$ cat src/rtl/disp_pkg.sv
// Shared constants, types and helpers for the multiplexed 4-digit display scanner.
package disp_pkg;

    localparam int unsigned DIGITS     = 4;
    localparam int unsigned BIN_W      = 14;
    localparam int unsigned MAX_VAL    = 9999;
    localparam int unsigned NIB_W      = 4;
    localparam int unsigned ACC_W      = DIGITS * NIB_W;
    localparam int unsigned IDX_W      = $clog2(DIGITS);
    localparam int unsigned STEP_W     = $clog2(BIN_W);
    localparam logic [3:0]  BLANK_CODE = 4'hF;

    typedef logic [NIB_W-1:0]         nibble_t;
    typedef nibble_t [DIGITS-1:0]     digit_arr_t;

    // Double-dabble correction: bump a nibble by 3 when it would overflow on the next shift.
    function automatic nibble_t add3(input nibble_t n);
        return (n >= nibble_t'(5)) ? n + nibble_t'(3) : n;
    endfunction

endpackage

$ cat src/rtl/disp_scan_if.sv
// Load/result bus between the value source and the display scanner.
interface disp_scan_if;
    import disp_pkg::*;

    logic [BIN_W-1:0] value;
    logic             load;
    logic             busy;
    logic [3:0]       bcd;
    logic             ce;
    logic [DIGITS-1:0] an;

    modport master (output value, load, input busy, bcd, ce, an);
    modport slave  (input value, load, output busy, bcd, ce, an);

endinterface

$ cat src/rtl/bin2bcd_seq.sv
// Sequential shift-add-3 binary-to-BCD converter, one bit per cycle (BIN_W cycles).
// done and digits are combinational: they present the final result during the last
// busy cycle so the caller can capture it on the same edge at which busy falls.
module bin2bcd_seq
    import disp_pkg::*;
(
    input  logic             clk,
    input  logic             rst,
    input  logic             start,
    input  logic [BIN_W-1:0] bin,
    output logic             busy,
    output logic             done,
    output digit_arr_t       digits
);

    logic [BIN_W-1:0]  shreg;
    digit_arr_t        acc;
    digit_arr_t        acc_nxt;
    logic [ACC_W-1:0]  adj_flat;
    logic [STEP_W-1:0] step;

    // One conversion step: correct every nibble, then shift the next binary MSB in.
    always_comb begin
        adj_flat = '0;
        for (int i = 0; i < int'(DIGITS); i++) begin
            adj_flat[i*NIB_W +: NIB_W] = add3(acc[i]);
        end
        acc_nxt = digit_arr_t'((adj_flat << 1) | ACC_W'(shreg[BIN_W-1]));
        done    = busy && (step == STEP_W'(BIN_W - 1));
        digits  = acc_nxt;
    end

    // Conversion sequencer; start is ignored while a conversion is running.
    always_ff @(posedge clk) begin
        if (rst) begin
            busy  <= 1'b0;
            step  <= '0;
            shreg <= '0;
            acc   <= '0;
        end else if (busy) begin
            acc   <= acc_nxt;
            shreg <= shreg << 1;
            step  <= step + STEP_W'(1);
            if (done) begin
                busy <= 1'b0;
            end
        end else if (start) begin
            busy  <= 1'b1;
            step  <= '0;
            shreg <= bin;
            acc   <= '0;
        end
    end

endmodule

$ cat src/rtl/disp_scan.sv
// Binary-to-decimal 4-digit multiplexed display scanner.
// Optional build macro DISP_SCAN_BLANK_EN: replaces leading-zero digits with the blank code.
module disp_scan
    import disp_pkg::*;
#(
    parameter int unsigned SCAN_DIV = 50000
)
(
    input  logic        clk,
    input  logic        rst,
    disp_scan_if.slave  bus
);

    localparam int unsigned PRE_W = (SCAN_DIV > 1) ? $clog2(SCAN_DIV) : 1;

    logic [BIN_W-1:0]  clamped;
    logic              conv_busy;
    logic              conv_done;
    digit_arr_t        conv_digits;
    digit_arr_t        disp;
    digit_arr_t        shown;
    logic [PRE_W-1:0]  pre;
    logic [IDX_W-1:0]  idx;
    logic [IDX_W-1:0]  idx_nxt;
    logic [3:0]        bcd_q;
    logic              ce_q;
    logic [DIGITS-1:0] an_q;

    assign clamped = (bus.value > BIN_W'(MAX_VAL)) ? BIN_W'(MAX_VAL) : bus.value;
    assign idx_nxt = idx + IDX_W'(1);

    bin2bcd_seq u_conv (
        .clk    (clk),
        .rst    (rst),
        .start  (bus.load),
        .bin    (clamped),
        .busy   (conv_busy),
        .done   (conv_done),
        .digits (conv_digits)
    );

    // Display digits change only when a full conversion completes.
    always_ff @(posedge clk) begin
        if (rst) begin
            disp <= '0;
        end else if (conv_done) begin
            disp <= conv_digits;
        end
    end

    // Digit codes as presented to the decoder (optionally with leading zeros blanked).
    always_comb begin
        shown = disp;
`ifdef DISP_SCAN_BLANK_EN
        begin
            logic lead;
            lead = 1'b1;
            for (int i = int'(DIGITS) - 1; i > 0; i--) begin
                lead = lead && (disp[i] == '0);
                if (lead) begin
                    shown[i] = BLANK_CODE;
                end
            end
        end
`endif
    end

    // Scan prescaler, digit index, decoder strobe and anode drive.
    always_ff @(posedge clk) begin
        if (rst) begin
            pre   <= '0;
            idx   <= '0;
            bcd_q <= 4'h0;
            ce_q  <= 1'b0;
            an_q  <= '1;
        end else begin
            ce_q <= 1'b0;
            if (ce_q) begin
                an_q <= ~(DIGITS'(1) << idx);
            end
            if (pre == PRE_W'(SCAN_DIV - 1)) begin
                pre   <= '0;
                idx   <= idx_nxt;
                bcd_q <= shown[idx_nxt];
                ce_q  <= 1'b1;
            end else begin
                pre <= pre + PRE_W'(1);
            end
        end
    end

    assign bus.busy = conv_busy;
    assign bus.bcd  = bcd_q;
    assign bus.ce   = ce_q;
    assign bus.an   = an_q;

endmodule

$ cat src/flat_wrapper.sv
// flat-port wrapper written by rule: the top's interface ports become plain ports
module disp_scan_flat import disp_pkg::*;
#(
    parameter int unsigned SCAN_DIV = 50000
)
  (clk, rst, bus_value, bus_load, bus_busy, bus_bcd, bus_ce, bus_an);
  disp_scan_if bus_i ();
  input  logic clk;
  input  logic rst;
  input wire logic [$bits(bus_i.value)-1:0] bus_value;
  input wire logic [$bits(bus_i.load)-1:0] bus_load;
  output wire logic [$bits(bus_i.busy)-1:0] bus_busy;
  output wire logic [$bits(bus_i.bcd)-1:0] bus_bcd;
  output wire logic [$bits(bus_i.ce)-1:0] bus_ce;
  output wire logic [$bits(bus_i.an)-1:0] bus_an;
  assign bus_i.value = bus_value;
  assign bus_i.load = bus_load;
  assign bus_busy = bus_i.busy;
  assign bus_bcd = bus_i.bcd;
  assign bus_ce = bus_i.ce;
  assign bus_an = bus_i.an;
  disp_scan #(.SCAN_DIV(SCAN_DIV)) u_core (.clk(clk), .rst(rst), .bus(bus_i));
endmodule
$ cat config.mk
export PLATFORM = sky130hd
export DESIGN_NAME = disp_scan_flat
export DESIGN_NICKNAME = d
export VERILOG_FILES = /design/src/rtl/disp_pkg.sv /design/src/rtl/disp_scan_if.sv /design/src/rtl/bin2bcd_seq.sv /design/src/rtl/disp_scan.sv /design/src/flat_wrapper.sv
export SDC_FILE = /design/constraint.sdc
export NUM_CORES = 1
export LEC_CHECK = 0
export ABC_AREA = 1
export BUFFER_PORTS_ARGS = -buffer_cell sky130_fd_sc_hd__buf_2
export CORE_MARGIN = 2
export CORE_UTILIZATION = 25
export CTS_BUF_LIST = sky130_fd_sc_hd__clkbuf_4
export DETAILED_ROUTE_END_ITERATION = 12
export SETUP_SLACK_MARGIN = 0.1
export SYNTH_ARGS = -nofsm -noshare
export SYNTH_HDL_FRONTEND = slang
export SYNTH_SLANG_ARGS = --single-unit
$ cat constraint.sdc
create_clock -name clk -period 3.9 [get_ports clk]
set_input_delay 0.195 -clock clk [delete_from_list [all_inputs] [get_ports clk]]
set_output_delay 0.195 -clock clk [all_outputs]
set_load 0.05 [all_outputs]
-- Yosys cells after proc, flatten, opt, wreduce, memory -nomap -nowiden
Index checks and enable logic that the tools add are counted.
- $add $sub $neg: 7
- $lt $le $gt $ge: 6
- eq/ne operators: 2
- shift operators: 1
- mux-type cells: 17
- bitwise logic cells: 2
- reductions and logical operators: 4
- operators by type and width (kind ; count):
    14-bit two-way mux ; 3
    16-bit two-way mux ; 2
    4-bit two-way mux ; 6
    16-bit by 1-bit adder with 16-bit output (second input constant) ; 1
    16-bit == test (second input constant) ; 1
    4-bit by 3-bit >= comparator with 1-bit output (second input constant) ; 4
    16-bit by 1-bit bitwise OR with 16-bit output ; 1
    14-bit > comparator (second input constant) ; 1
    4-bit by 2-bit adder with 4-bit output (second input constant) ; 3
    4-bit binary-select mux with 2-bit select ; 1
    4-bit by 1-bit adder with 4-bit output (second input constant) ; 1
    4-bit == test (second input constant) ; 1
    1-bit two-way mux ; 4
    4-bit inverter ; 1
    2-bit OR reduction ; 2
    1-bit by 2-bit << shifter with 4-bit output (first input constant) ; 1
    3-bit by 2-bit adder with 3-bit output (second input constant) ; 1
    2-bit by 3-bit less-than comparator with 1-bit output (second input constant) ; 1
    3-bit two-way mux ; 1
    2-bit by 1-bit adder with 2-bit output (second input constant) ; 1
    2-bit nonzero test ; 1
    1-bit logical AND ; 1
- register bits after elaboration: 78
- output and inout port bits: 10
- logic and storage cells: 56

-- Longest topological paths before layout
- depth in word-level cells: 4
- depth in mapped cells: 11

-- Cells and area by module
A second synthesis with hierarchy kept.
- cells, all modules: 594
- area total of the unflattened synthesis: 4150.2 µm²
- modules (own cells, without submodules) (module ; times used ; cells an instance ; area an instance (µm²) ; sequential area each (µm²)):
    disp_scan ; 1 ; 307 ; 2112.0 ; 860.8
    bin2bcd_seq ; 1 ; 287 ; 2038.2 ; 700.7

-- Least setup slack after synthesis
Ideal clock, no wire load.
- kind: register to register
- start: register u_core.u_conv.busy
- end: register u_core.disp[10] in the netlist's numbering
- library setup time: 0.056 ns
- arrival: 1.522 ns
- slack: 2.323 ns
- stages on the path, launching flop included: 8
- path buffers: 2
- cells stage by stage: dfxtp_1 -> buf_2 -> nand2_1 -> nor2_4 -> buf_4 -> o21ai_0 -> a21o_1 -> inv_1
- cells in the longest elaborated chain, start to end: 1
- ends and longest elaborated chain (what ; RTL line ; source):
    start, declared ; bin2bcd_seq.sv:11 ; output logic busy,
    start signal, assigned ; bin2bcd_seq.sv:36 ; busy <= 1'b0;
    start signal, assigned ; bin2bcd_seq.sv:45 ; busy <= 1'b0;
    start signal, assigned ; bin2bcd_seq.sv:48 ; busy <= 1'b1;
    1-bit logical AND ; bin2bcd_seq.sv:29 ; done = busy && (step == STEP_W'(BIN_W - 1));
    end signal, assigned ; disp_scan.sv:47 ; disp <= conv_digits;
    end, declared ; disp_scan.sv:20 ; digit_arr_t disp;
Every way passes these cells.
A chain may end at the register's enable or synchronous reset.

-- Worst setup path in the final report
- start: register u_core.idx[0]
- end: register u_core.bcd_q[2], in the netlist u_core.bus.bcd[2]
- cells in the longest elaborated chain, start to end: 3
- ends and longest elaborated chain (what ; RTL line ; source):
    start, declared ; disp_scan.sv:23 ; logic [IDX_W-1:0] idx;
    start signal, assigned ; disp_scan.sv:83 ; idx <= idx_nxt;
    2-bit by 1-bit adder with 2-bit output ; disp_scan.sv:30 ; assign idx_nxt = idx + IDX_W'(1);
    named net u_core.idx_nxt[1] ; disp_scan.sv:24 ; logic [IDX_W-1:0] idx_nxt;
    4-bit binary-select mux with 2-bit select ; disp_scan.sv:84 ; bcd_q <= shown[idx_nxt];
    4-bit two-way mux (implied by the code) ; disp_scan.sv:84 ;
    end signal, assigned ; disp_scan.sv:84 ;
    end, declared ; disp_scan.sv:25 ; logic [3:0] bcd_q;
The timed path passes the listed nets, and every way through them passes these cells. The select of a mux whose other input is x is not followed.

==> impl_results.md <==
- Status: complete, no violations
- Cell Rows: 45
- Routed WL: 7980 um
- Global-route usage over all layers: 10.7%
- CTS Buffer Depth: 2
- CP Cell Sequence: inv_1 -> ha_1 -> inv_1 -> o21ai_0 -> o21ai_0 -> nand2_1 -> nand2_1
- Via density: 4.46
- Worst-Margin Slew: 0.708 ns
- PwrDens: 350 nW/um^2
- CP Launch Type: flop
- Die footprint: 16300 sq um
- RR Startpoint: u_core.idx[0]
- IO Port Bufs: 26
- RSZ-0062 raised after global routing: no
- Clock Tree Root: clkbuf_4
- Largest net degree at the start of global routing: 43
- Fin. Hold Viols: 0
- Vias: 3270
- Drt first pass iters: 4
- Hold Crit Start: bus_value[5]
- Max rail drop VDD: 171 uV
- GRT overflow: 0
- CTS tree: done
- Max FO, Critical Path: 13
- Core area: 15100 sq um
- Final ANT Viol Nets: 0
- Num CTS Buffers: 9
- Clock Latency Late Sink: 0.42 ns
- Clock tree sinks: 78
- Placed Cells incl. Taps: 716
- Post-Syn Area: 3830 sq um
- Sequential-to-total area share from yosys stat: 40.8%
- Gpl congestion: 0.822
- Synth warn: 0
- Syn-to-layout area delta: 11.9%
- Final net count: 573
- CTS resizes: 0
- Die Ht: 128 um
- Ports: 27
- Yosys cell types: 39
- WP buf/inv: 2
- Worst EP arrival: 2.30 ns
- Slew HR: 52.7%
- Critical path startpoint: u_core.idx[0]
- Share of cells above drive strength 1: 13.0%
- Final period demand of the worst path: 1.92 ns
- First-pass GRT wire length: 14100 um
- Clock-pin slew on the worst setup and hold paths: 0.12 ns
- Post-Syn Area per Cell: 7.36 sq um
- Synthesized flop and latch total: 78
- Syn Inst Count: 520
- Max incr delay on CP: 0.56 ns
- WS Path Type: reg2reg
- Initial antenna violation count: 0
- Most used DFF post-synth: dfxtp_1
- Post-route cell area: 4280 sq um
- Maxcap violations: 0
- Setup TNS after final layout: 0 ns
- Ant diodes: 0
- Top Family by Delay on Critical Path: flip-flops
- Area after DPL: 4090 sq um
- DIE WIDTH: 128 um
- Initial Utilization: 25.4%
- CP endpoint kind: flop
- Number of synthesized flops with an enable pin: 0
- Initial detailed-routing violation count: 156
- Final Skew: 0.0103 ns
- Period utilization: 49.2%
- Drt wl/cell: 10.9 um
- Min-Delay Path Class: in2reg
- Vias in the first global route: 3088
- Critical Path RT: 4.28 ns
- Fmax: 522 MHz
- Worst path slowest cell: dfxtp_1
- Final HPWL DP: 5690 um
- Fin. max-slew vios: 0
- Layout Cells excl Fill: 733
- Syn Nets: 552
- DR DRC count: 0
- H-tree lvl count: 3
- Lkg Pwr: 1.73 nW
- # setup viols final: 0
- Worst hold slack: 0.0424 ns
- Asr flop ratio synth: 0%
-- path summary, 6_finish.rpt --
kind / end / slack (ns) / cells past startpoint
worst max-delay path: u_core.bus.bcd[2] / 1.98 / 7
worst max register to register: u_core.bus.bcd[2] / 1.98 / 7
worst min-delay path: u_core.u_conv.shreg[5] / 0.04 / 3
worst min register to register: u_core.pre[0] / 0.47 / 1
-- layout make-up --
type	instances	area (sq um)
clock buffers	10	75.1
clock inverters	5	98.8
fillers	1684	10800
inverters	72	270
multi-input cells	350	1880
flip-flops and latches	78	1560
well taps	188	235
repair buffers	30	165
-- layout by cell type, fill, tap and decap left out, types with 2 or more instances in the layout --
cell type / count
clkbuf_4: 10
nor2_2: 6
inv_2: 5
buf_4: 2
o22ai_1: 2
nor2_1: 27
o21ai_0: 39
a22oi_1: 10
nand3_1: 31
nor2_8: 2
nand4_1: 12
a21o_1: 5
a21oi_1: 52
a31oi_1: 3
inv_1: 67
nand2_2: 2
dlygate4sd3_1: 2
xor2_1: 2
or2_2: 4
o211ai_1: 2
a21oi_2: 6
dfxtp_1: 78
nor3_1: 7
bufinv_16: 3
nand2_1: 111
buf_2: 26
ha_1: 15
-- worst reg2reg max path, delay by kind of cell (launching register included) --
family / cells / cell delay (ns)
buffers and inverters: 2 / 0.45
AO/OA/AOI/OAI: 2 / 0.31
flip-flops: 1 / 0.56
AND/OR/NAND/NOR: 2 / 0.13
adder cells (fa/ha/maj): 1 / 0.42
-- synthesized netlist by cell type (5+ instances only) --
master | n | area (sq um)
nor2_2 | 6 | 37.5
inv_1 | 67 | 251
nand2_1 | 111 | 417
a21oi_1 | 52 | 260
a21o_1 | 5 | 37.5
buf_2 | 9 | 45.0
o21ai_0 | 39 | 195
dfxtp_1 | 78 | 1560
a21oi_2 | 6 | 52.6
a22oi_1 | 10 | 75.1
inv_2 | 5 | 18.8
nor2_1 | 27 | 101
nand4_1 | 12 | 75.1
nand3_1 | 31 | 155
ha_1 | 15 | 188
nor3_1 | 7 | 35.0
-- registers in the layout, summed over array words and instances (netlist names) --
signal / flops
u_core.bus.bcd: 4
u_core.bus.an: 4
u_core.u_conv.step: 4
u_core.idx: 2
u_core.disp: 16
u_core.u_conv.shreg: 14
u_core.u_conv.busy: 1
u_core.u_conv.acc: 16
u_core.bus.ce: 1
u_core.pre: 16
-- power breakdown --
part	switching (mW)	internal, mW
combinational	0.0556	0.0267
clock	0.272	0.326
sequential	0.00905	0.810
-- per-layer routing --
metal  part of all wire [%]  global-route usage [%]  vias up
li1                       -                       -     1746
met1                     50                    13.5     1468
met2                     44                    17.3       44
met3                    4.1                    3.17       12
met4                    2.0                    4.27        0
met5                      0                       0        -
-- cell families after synthesis --
| group | after synthesis | synth area share (%) |
|---|---|---|
| buffers and inverters | 92 | 10.1 |
| AO/OA/AOI/OAI | 121 | 17.8 |
| adder cells (fa/ha/maj) | 15 | 4.91 |
| AND/OR/NAND/NOR | 211 | 25.7 |
| flip-flops | 78 | 40.8 |
| XOR/XNOR | 3 | 0.687 |
-- stage by stage --
step,util (%),power [mW],setup slack [ns]
after floorplan,-,0.899,2.32
after global placement,27.1,0.919,1.94
after detailed placement,27.1,0.919,1.98
after global routing,28.4,1.57,1.72
final,28.4,1.50,1.98
after CTS,28.4,1.52,1.95
-- what timing repair did --
action                                 4_1_cts  5_1_grt
hold buffers                                 2        0
endpoints found under the hold margin        1        0
setup buffers                                0        0
No activity file was read; power rests on OpenSTA's default activity.
